==> config.mk <==
export PLATFORM = sky130hd
export DESIGN_NAME = cache_cpu_port
export DESIGN_NICKNAME = d
export VERILOG_FILES = /design/src/rtl/cache_cpu_port.sv
export SDC_FILE = /design/constraint.sdc
export NUM_CORES = 1
export LEC_CHECK = 0
export ABC_AREA = 1
export CAP_MARGIN = 20
export CORE_AREA = 2 2 112 114
export CTS_CLUSTER_DIAMETER = 200
export DETAILED_ROUTE_END_ITERATION = 7
export DIE_AREA = 0 0 114 116
export GPL_TIMING_DRIVEN = 0
export HOLD_SLACK_MARGIN = 0.15
export PLACE_DENSITY = 0.75
export RECOVER_POWER = 25
export SLEW_MARGIN = 20
export SYNTH_ARGS = -nofsm -noshare
export SYNTH_HDL_FRONTEND = slang
export SYNTH_SLANG_ARGS = --single-unit
==> constraint.sdc <==
create_clock -name CPU_CLK -period 1.5 [get_ports CPU_CLK]
set_clock_uncertainty 0.05 [all_clocks]
set_input_delay 0.375 -clock CPU_CLK [delete_from_list [all_inputs] [get_ports CPU_CLK]]
set_output_delay 0.375 -clock CPU_CLK [all_outputs]
set_load 0.03 [all_outputs]
==> src/rtl/cache_cpu_port.sv <==
// CPU-side load/store sequencer for the cache precycle/cycle address protocol.
// Optional miss-timeout fault: define CACHEPORT_TIMEOUT_EN.
module cache_cpu_port #(
  parameter int unsigned REFRACT_CYC = 1,
  parameter int unsigned TLB_HOLD    = 4,
  parameter int unsigned TIMEOUT_W   = 8,
  parameter int unsigned TIMEOUT_MAX = 200
) (
  input  logic        CPU_CLK,
  input  logic        RST,
  input  logic        cpu_req_valid,
  input  logic [31:0] cpu_req_addr,
  input  logic        cpu_req_we,
  input  logic        cpu_req_tlb,
  input  logic [31:0] cpu_req_wdata,
  output logic        cpu_req_ready,
  output logic        cpu_rsp_valid,
  output logic [31:0] cpu_rsp_data,
  output logic        cpu_fault,
  output logic [31:0] aexm_cache_precycle_addr,
  output logic [31:0] aexm_cache_cycle_addr,
  output logic        aexm_cache_cycle_we,
  output logic [31:0] aexm_cache_datao,
  output logic        WE_TLB,
  input  logic        aexm_cache_cachebusy_n,
  input  logic [31:0] aexm_cache_datai
);

  localparam int unsigned HOLD_W = (TLB_HOLD > 32'd1) ? $clog2(TLB_HOLD) : 1;

  typedef enum logic [2:0] {
    IDLE = 3'd0,
    LOOK = 3'd1,
    WR   = 3'd2,
    TLBW = 3'd3,
    REFR = 3'd4
  } state_t;

  state_t            state_r;
  logic [HOLD_W-1:0] hold_cnt_r;
  logic [1:0]        refr_cnt_r;
  logic              accept_s;
`ifdef CACHEPORT_TIMEOUT_EN
  logic [TIMEOUT_W-1:0] tmo_cnt_r;
`endif

  if (REFRACT_CYC < 32'd1 || REFRACT_CYC > 32'd3 || TLB_HOLD < 32'd1 ||
      TIMEOUT_W < 32'd1 || TIMEOUT_MAX < 32'd1) begin : g_param_check
    $error("cache_cpu_port: parameter out of range");
  end

  // RAM read address: the new request on accept, otherwise re-read the access under evaluation.
  always_comb begin
    accept_s = cpu_req_valid & cpu_req_ready;
    if (accept_s) begin
      aexm_cache_precycle_addr = cpu_req_addr;
    end else begin
      aexm_cache_precycle_addr = aexm_cache_cycle_addr;
    end
  end

  // Request sequencer with registered CPU and cache-side outputs.
  always_ff @(posedge CPU_CLK) begin
    if (!RST) begin
      state_r               <= IDLE;
      hold_cnt_r            <= '0;
      refr_cnt_r            <= 2'd0;
      cpu_req_ready         <= 1'b0;
      cpu_rsp_valid         <= 1'b0;
      cpu_rsp_data          <= 32'd0;
      cpu_fault             <= 1'b0;
      aexm_cache_cycle_addr <= 32'd0;
      aexm_cache_cycle_we   <= 1'b0;
      aexm_cache_datao      <= 32'd0;
      WE_TLB                <= 1'b0;
`ifdef CACHEPORT_TIMEOUT_EN
      tmo_cnt_r             <= '0;
`endif
    end else begin
      aexm_cache_cycle_addr <= aexm_cache_precycle_addr;
      cpu_rsp_valid         <= 1'b0;
      cpu_rsp_data          <= 32'd0;
      cpu_fault             <= 1'b0;
      case (state_r)
        IDLE: begin
          if (accept_s) begin
            cpu_req_ready <= 1'b0;
`ifdef CACHEPORT_TIMEOUT_EN
            tmo_cnt_r     <= '0;
`endif
            if (!cpu_req_we) begin
              state_r <= LOOK;
            end else if (cpu_req_tlb) begin
              state_r          <= TLBW;
              WE_TLB           <= 1'b1;
              aexm_cache_datao <= cpu_req_wdata;
              hold_cnt_r       <= '0;
            end else begin
              state_r             <= WR;
              aexm_cache_cycle_we <= 1'b1;
              aexm_cache_datao    <= cpu_req_wdata;
            end
          end else begin
            // Also covers the response cycle of a read, which must not show ready.
            cpu_req_ready <= 1'b1;
          end
        end
        LOOK: begin
          if (aexm_cache_cachebusy_n) begin
            cpu_rsp_valid <= 1'b1;
            cpu_rsp_data  <= aexm_cache_datai;
            state_r       <= IDLE;
          end else begin
`ifdef CACHEPORT_TIMEOUT_EN
            if (tmo_cnt_r == TIMEOUT_W'(TIMEOUT_MAX - 32'd1)) begin
              cpu_rsp_valid <= 1'b1;
              cpu_fault     <= 1'b1;
              state_r       <= IDLE;
            end else begin
              tmo_cnt_r <= tmo_cnt_r + TIMEOUT_W'(1);
            end
`endif
          end
        end
        WR: begin
          if (aexm_cache_cachebusy_n) begin
            aexm_cache_cycle_we <= 1'b0;
            cpu_rsp_valid       <= 1'b1;
            refr_cnt_r          <= 2'd0;
            state_r             <= REFR;
          end else begin
`ifdef CACHEPORT_TIMEOUT_EN
            if (tmo_cnt_r == TIMEOUT_W'(TIMEOUT_MAX - 32'd1)) begin
              aexm_cache_cycle_we <= 1'b0;
              cpu_rsp_valid       <= 1'b1;
              cpu_fault           <= 1'b1;
              refr_cnt_r          <= 2'd0;
              state_r             <= REFR;
            end else begin
              tmo_cnt_r <= tmo_cnt_r + TIMEOUT_W'(1);
            end
`endif
          end
        end
        TLBW: begin
          if (hold_cnt_r == HOLD_W'(TLB_HOLD - 32'd1)) begin
            WE_TLB        <= 1'b0;
            cpu_rsp_valid <= 1'b1;
            refr_cnt_r    <= 2'd0;
            state_r       <= REFR;
          end else begin
            hold_cnt_r <= hold_cnt_r + HOLD_W'(1);
          end
        end
        REFR: begin
          if (refr_cnt_r == 2'(REFRACT_CYC - 32'd1)) begin
            cpu_req_ready <= 1'b1;
            state_r       <= IDLE;
          end else begin
            refr_cnt_r <= refr_cnt_r + 2'd1;
          end
        end
        default: begin
          state_r             <= IDLE;
          cpu_req_ready       <= 1'b0;
          aexm_cache_cycle_we <= 1'b0;
          WE_TLB              <= 1'b0;
        end
      endcase
    end
  end

endmodule
Word level (Yosys, flattened, before mapping). Index checks and enable logic that the tools add are counted.

Add/subtract/negate cells: 2. Eq/ne operators: 15. Muxes and demuxes: 34. Bitwise operators: 4. Reduce and logical (&&, ||, !) cells: 16.

Operator list (count): 2-to-1 mux 32 bit (1); inequality test 2 bit, second input constant (10); AND reduction 5 bit (4); 2-to-1 mux 2 bit (8); 2-to-1 mux 3 bit (5); case mux 3 bit (5 select lines) (1); 2-to-1 mux 1 bit (13); case mux 1 bit (3 select lines) (3); OR reduction 3 bit (3); == test 3 x 2 -> 1 bit, second input constant (2); case mux 2 bit (3 select lines) (1); AND reduction 3 bit (2); adder 2 x 1 -> 2 bit, second input constant (2); case mux 2 bit (2 select lines) (1); AND reduction 4 bit (1); == test 3 x 1 -> 1 bit, second input constant (1); == test 3 bit, second input constant (1); zero test 3 bit (1); inverter 1 bit (3); nonzero test 3 bit (1); == test 2 bit, second input constant (1); zero test 2 bit (1); case mux 1 bit (2 select lines) (1); AND reduction 2 bit (1); other kinds (3) (3).

Register bits after elaboration: 107. Input port bits: 102. Output and inout port bits: 133. Logic and storage cells: 81.

Logic depth before layout (Yosys ltp). Gate-level depths: netlist of run 1.

Depth after elaboration: 4. Gate-level depth with buffers: 9. Depth with buffers taken out: 9.

Least setup slack after synthesis of run 1. Ideal clock, no wire load.

Path type: reg-to-output. Start: register cpu_req_ready. End: output aexm_cache_precycle_addr[17]. Arrival: 1.433 ns. Required time: 1.075 ns. Setup slack: -0.358 ns. Cell stages (with the launch flop): 6. Buffers on the path: 2. Cell sequence: dfxtp_1 > nand2_1 > buf_2 > clkbuf_1 > o21ai_0 > inv_1.

Longest elaborated chain between the ends: 2.

Ends and longest elaborated chain: start: declaration (RTL line 16) `output logic cpu_req_ready,`; start signal: assignment (RTL line 68) `cpu_req_ready <= 1'b0;`; start signal: assignment (RTL line 87) `cpu_req_ready <= 1'b0;`; start signal: assignment (RTL line 105) `cpu_req_ready <= 1'b1;`; AND 1 bit (RTL line 54) `accept_s = cpu_req_valid & cpu_req_ready;`; 2-to-1 mux 32 bit (RTL line 55) `if (accept_s) begin`; end: declaration (RTL line 20) `output logic [31:0] aexm_cache_precycle_addr,`.

No other way between the ends.

Worst setup path in the final report of run 1.
Start: register cpu_req_ready. End: output aexm_cache_precycle_addr[27].

Same word-level chain as after synthesis.

==> results of run 1 <==
==> logic make-up (layout without fill, tap and decap cells) <==
family                     count (synthesis)  count (layout)
and+or+nand+nor                          224             224
DFF                                      107             107
adders and majority gates                  2               2
other                                      1               1
buffers and inverters                    138             419
AOI/OAI and AO/OA                         73              73
==> repair_timing <==
item                                   in CTS  in global routing
cloned                                      4                  3
endpoints found under the hold margin       0                  0
hold buffers                                0                  0
setup endpoints to repair                 217                173
resized for setup                         530                140
pin swaps                                   6                  8
buffers inserted                           13                 13
==> final cells by class <==
| class | instances | area, sq um | area share |
|---|---|---|---|
| multi-input combinational | 300 | 1700 | 0.226 |
| sequential | 107 | 2150 | 0.286 |
| buffer | 25 | 253 | 0.0335 |
| tap | 147 | 184 | 0.0244 |
| clock inverter | 5 | 52.6 | 0.00697 |
| inverter | 112 | 425 | 0.0564 |
| clock buffer | 11 | 243 | 0.0322 |
| timing repair buffer | 266 | 2530 | 0.335 |
==> flip-flops by register name, indices dropped and copies added (netlist names) <==
register,count
cpu_req_ready,1
refr_cnt_r,2
WE_TLB,1
cpu_rsp_data,32
cpu_rsp_valid,1
hold_cnt_r,2
aexm_cache_datao,32
aexm_cache_cycle_addr,32
aexm_cache_cycle_we,1
state_r,3
==> how the worst min path moves through the flow <==
stage | to | cells past startpoint
finish | hold_cnt_r[1] | 2
global route | hold_cnt_r[1] | 2
CTS | hold_cnt_r[1] | 2
detailed placement | hold_cnt_r[1] | 2
global placement | hold_cnt_r[1] | 2
floorplan | hold_cnt_r[1] | 2
==> metrics by stage <==
step                       util  worst slack, ns  hold slack, ns  cell area, sq um
final                     0.633           -0.417           0.420              7540
after global routing      0.633           -0.442           0.450              7540
after CTS                 0.619           -0.404           0.424              7380
after detailed placement  0.550            -1.24           0.415              6550
after global placement    0.550            -1.24           0.406              6550
after floorplan               -          -0.0177           0.393              4040
==> layer usage <==
| metal | up-vias | wire [um] |
|---|---|---|
| met4 | 0 | 307 |
| met3 | 22 | 1480 |
| met5 | - | 0 |
| met1 | 1942 | 5270 |
| met2 | 193 | 6720 |
| li1 | 2171 | - |
==> cell usage in the layout, fill, tap and decap left out, types with 4 or more instances in the layout <==
| cell | synthesis | final |
|---|---|---|
| buf_4 | 1 | 30 |
| nand2_2 | 0 | 22 |
| inv_1 | 111 | 78 |
| dfxtp_1 | 107 | 102 |
| o21ai_4 | 0 | 17 |
| o21ai_2 | 0 | 16 |
| buf_2 | 10 | 5 |
| nand2_1 | 58 | 34 |
| a21oi_1 | 4 | 4 |
| nand4_1 | 5 | 5 |
| o21ai_0 | 67 | 34 |
| clkbuf_1 | 10 | 5 |
| clkbuf_16 | 0 | 13 |
| inv_2 | 1 | 33 |
| dlygate4sd2_1 | 0 | 4 |
| nor2_2 | 0 | 21 |
| clkbuf_2 | 0 | 43 |
| clkdlybuf4s15_2 | 0 | 22 |
| buf_6 | 4 | 37 |
| clkdlybuf4s15_1 | 0 | 32 |
| clkdlybuf4s50_1 | 0 | 98 |
| nor2_1 | 147 | 125 |
| nand3_1 | 6 | 6 |
==> cells in the mapped netlist (2+ instances only) <==
master    number
nor2_1       147
inv_1        111
dfxtp_1      107
o21ai_0       67
nand2_1       58
buf_2         10
clkbuf_1      10
nand3_1        6
nand4_1        5
a21oi_1        4
buf_6          4
ha_1           2
nand3b_1       2
nor3_1         2
==> worst max-delay path, delay by kind of cell (launching register included) <==
family	cells	cell delay, ns
flip-flops	1	0.38
AO/OA/AOI/OAI	1	0.18
AND/OR/NAND/NOR	1	0.07
buffers and inverters	4	0.52
==> power groups by stage <==
stage / logic (W) / clock network [W] / registers (W)
global placement: 0.00279 / 0 / 0.00326
CTS: 0.00320 / 0.00242 / 0.00321
finish: 0.00344 / 0.00235 / 0.00322
detailed placement: 0.00280 / 0 / 0.00327
floorplan: 0.00114 / 0 / 0.00369
global route: 0.00364 / 0.00254 / 0.00324
==> results.tsv, run 1 <==
metric	value	unit
synth_top_area_cell	dfxtp_1	
port_buffers	233	
startpoint	cpu_req_ready	
min_from	hold_cnt_r[1]	
r2r_setup_slack	0	ns
synth_cell_type_count	24	
gp_congestion	0.839	
drv_cap	0	
cp-end-kind	primary output	
crit_type	reg2out	
synth-simple-area-share	0.225	
outcome	complete, but fails checks	
p_leak	3.64	nW
via_per_inst	4.45	
endpoint	aexm_cache_precycle_addr[27]	
power.density	1200	mW/mm^2
synth_area_per_cell	7.36	sq um
synth_adder_area_share	0.00623	
final_layout_size_suffix_gt1_frac	0.351	
seqPwrFrac	0.357	
worstPathMaxFanout	7	
start_util	0.337	
rows	40	
cts.sinks	107	
setup_viol_count_final	35	
die-area	0.0132	sq mm
final_max_slew_viol_count	0	
irDropWorstVdd	0.695	mV
drt_iter0_drc	145	
post-route-period-util	1.28	
cts_made_buffers	9	
swShare	0.347	
finalCriticalPeriod	1.92	ns
hold_viol_final	0	
drc	0	
instances_no_fill	973	
grt_util_all_layers	0.196	
cp-start-kind	flip-flop	
synth.top_cell.area_share	0.534	
die_x	114	um
via_count	4328	
p_total	0.00901	W
routedWlPerCell	14.2	um
clkSlewWorstSetupHoldPaths	0.07	ns
clock_power_share	0.261	
synth-compound-area-share	0.0932	
overflow	0	
syn_area	0.00401	sq mm
fin_ws	-0.417	ns
n_antenna_cell	0	
async_flop_share	0	
critPathRequiredTime	1.07	ns
nets	925	
cp.arrival	1.49	ns
synth.area.mux_share	0	
synth_cells	545	
ios	235	
synth.area.top_cells	dfxtp_1 (53%), nor2_1 (14%), inv_1 (10%)	
clk_path_buf_depth	2	
seq_area_frac_synth	0.534	
ant_nets	0	
synth_nets	649	
fillers	981	
antenna_found_initial	0	
hp-class	reg2reg	
use_met1	0.205	
grt_max_degree	17	
use_met2	0.348	
busiest_layer	met2	
root_buffer	clkbuf_16	
reg2reg_from	cpu_req_ready	
rsz0062_at_grt	true	
power.internal	0.00588	W
synth_top_family_by_area	simple AND/OR/NAND/NOR gates	
gr-usage-met3	0.0826	
path_cells	nand2_8, buf_12, clkbuf_16, o21ai_4, inv_2, buf_6	
fin_tns_setup	-11.23	ns
clk_latency	0.35	ns
p_switching	0.00313	W
dieHeight	116	um
cts_tree	done	
yosys_warnings	0	
slowest_delay	0.38	ns
ys.flop_type	dfxtp_1	
grt_pass1_wl	20.1	mm
firstDrtPassIters	4	
violations	setup timing	
htree_levels	3	
place_hpwl	9.11	mm
ys_ff_latch	107	
place_inst	925	
reg2reg_depth	7	
fmax	0.522	GHz
comb_power_share	0.382	
synth_edf_count	0	
synthToLayoutAreaGrowth	87.8	%
critPathSlowestCell	dfxtp_4	
worst_r2r_endpoint	aexm_cache_datao[23]	
grt_pass1_vias	4081	
route.final.wire_length	13.8	mm
core_area	0.0119	sq mm
synth-xor-area-share	0	
Note: power is estimated with default switching activity, not from simulation.
==> run 2, diff against run 1 <==
--- a/config.mk
+++ b/config.mk
@@ -19,3 +19,4 @@
 export SYNTH_ARGS = -nofsm -noshare
 export SYNTH_HDL_FRONTEND = slang
 export SYNTH_SLANG_ARGS = --single-unit
+export TNS_END_PERCENT = 10
==> results.tsv, run 2 (synthesis results as in run 1) <==
metric	value	unit
rows	40	
grt_pass1_wl	18.2	mm
critPathSlowestCell	dfxtp_4	
path_cells	nand2_8, buf_12, clkbuf_16, o21ai_4, inv_2, buf_6	
wl_met2	5.97	mm
cp-end-kind	primary output	
ant_nets	0	
irDropWorstVdd	0.572	mV
antenna_found_initial	0	
power.density	1220	mW/mm^2
grt_pass1_vias	3820	
n_antenna_cell	0	
die_x	114	um
htree_levels	3	
cp-start-kind	flip-flop	
fmax	0.522	GHz
wl_met3	1.33	mm
layout_commonest_cell	nor2_1	
clk_latency	0.34	ns
clk_path_buf_depth	2	
synthToLayoutAreaGrowth	77.6	%
fillers	1074	
clkSlewWorstSetupHoldPaths	0.07	ns
whs	0.427	ns
dp_worst_setup_slack	-1.28	ns
core_area	0.0119	sq mm
ios	235	
hold_viol_final	0	
finalCriticalPeriod	1.92	ns
grt_max_degree	18	
dieHeight	116	um
crit_type	reg2out	
cp.arrival	1.49	ns
outcome	complete, but fails checks	
grt_util_all_layers	0.177	
drc	0	
violations	setup timing	
reg_top3	aexm_cache_cycle_addr x32, aexm_cache_datao x32, cpu_rsp_data x32	
via_count	4175	
via_per_inst	4.38	
cts_tree	done	
firstDrtPassIters	4	
cpLargestDelayFamily	buffers and inverters	
startpoint	cpu_req_ready	
drv_cap	0	
cts_made_buffers	9	
final_layout_size_suffix_gt1_frac	0.282	
overflow	0	
die-area	0.0132	sq mm
worstPathMaxFanout	8	
place_hpwl	8.99	mm
port_buffers	233	
fin_ws	-0.415	ns
post-route-period-util	1.28	
slew-limit-headroom	0.571	
final_max_slew_viol_count	0	
nets	905	
slowest_delay	0.39	ns
critPathRequiredTime	1.07	ns
path_buf_inv	4	
root_buffer	clkbuf_16	
p_leak	3.44	nW
top_layer_used	met4	
cts.sinks	107	
start_util	0.337	
setup_viol_count_final	84	
reg2reg_from	state_r[1]	
gp_congestion	0.750	
route.final.wire_length	12.4	mm
worst_slew_pin_slew	0.643	ns
drt_iter0_drc	153	
hp-class	reg2reg	
rsz0062_at_grt	true	
routedWlPerCell	13.1	um
min_from	hold_cnt_r[1]	
final_cell_mix	nor2_1 (139), dfxtp_1 (105), clkdlybuf4s50_1 (99)	
m1WireLength	4.99	mm
run 2: layer usage:
layer,track usage,up-vias
li1,-,2120
met1,0.194,1860
met4,0.0610,0
met2,0.308,183
met3,0.0748,12
met5,0,-
run 2: layout make-up:
| type | count | area (sq um) | share of cell area |
|---|---|---|---|
| plain buffers | 26 | 240 | 0.0337 |
| clock buffers | 11 | 243 | 0.0340 |
| clock inverters | 5 | 61.3 | 0.00860 |
| inverters | 112 | 423 | 0.0593 |
| multi-input cells | 300 | 1640 | 0.230 |
| flip-flops and latches | 107 | 2150 | 0.301 |
| well taps | 147 | 184 | 0.0258 |
| repair buffers | 245 | 2200 | 0.308 |
run 2: repair_timing:
item / 4_1_cts / 5_1_grt
hold buffers: 0 / 0
gates resized for setup: 461 / 137
setup endpoints to repair: 218 / 151
setup buffers: 5 / 6
pin swaps: 2 / 6
cloned: 2 / 0
run 2: where the power goes:
group | internal [W] | total [W] | switching [W]
Combinational | 0.00124 | 0.00310 | 0.00186
Sequential | 0.00308 | 0.00321 | 0.000129
Clock | 0.00135 | 0.00242 | 0.00107
Total | 0.00567 | 0.00872 | 0.00305
run 2: tightest hold or removal path: cells and delay by family, from the launching register on:
family | cells | cell delay (ns)
AO/OA/AOI/OAI | 1 | 0.05
flip-flops | 1 | 0.32
AND/OR/NAND/NOR | 1 | 0.07
run 2: final timing paths:
kind / to / slack (ns) / depth (start not counted)
max: aexm_cache_precycle_addr[22] / -0.42 / 6
min: hold_cnt_r[1] / 0.43 / 2
min reg2reg: hold_cnt_r[1] / 0.43 / 2
max reg2reg: aexm_cache_datao[28] / -0.15 / 8
run 2: per-stage QoR:
stage	instance area, sq um	power, W	cells	TNS, ns	util
floorplan	4040	0.00483	545	-0.476	-
global placement	6550	0.00605	925	-80.19	0.550
detailed placement	6550	0.00608	925	-80.56	0.550
CTS	7080	0.00860	948	-13.99	0.594
global route	7130	0.00914	953	-31.35	0.599
finish	7130	0.00872	953	-20.59	0.599
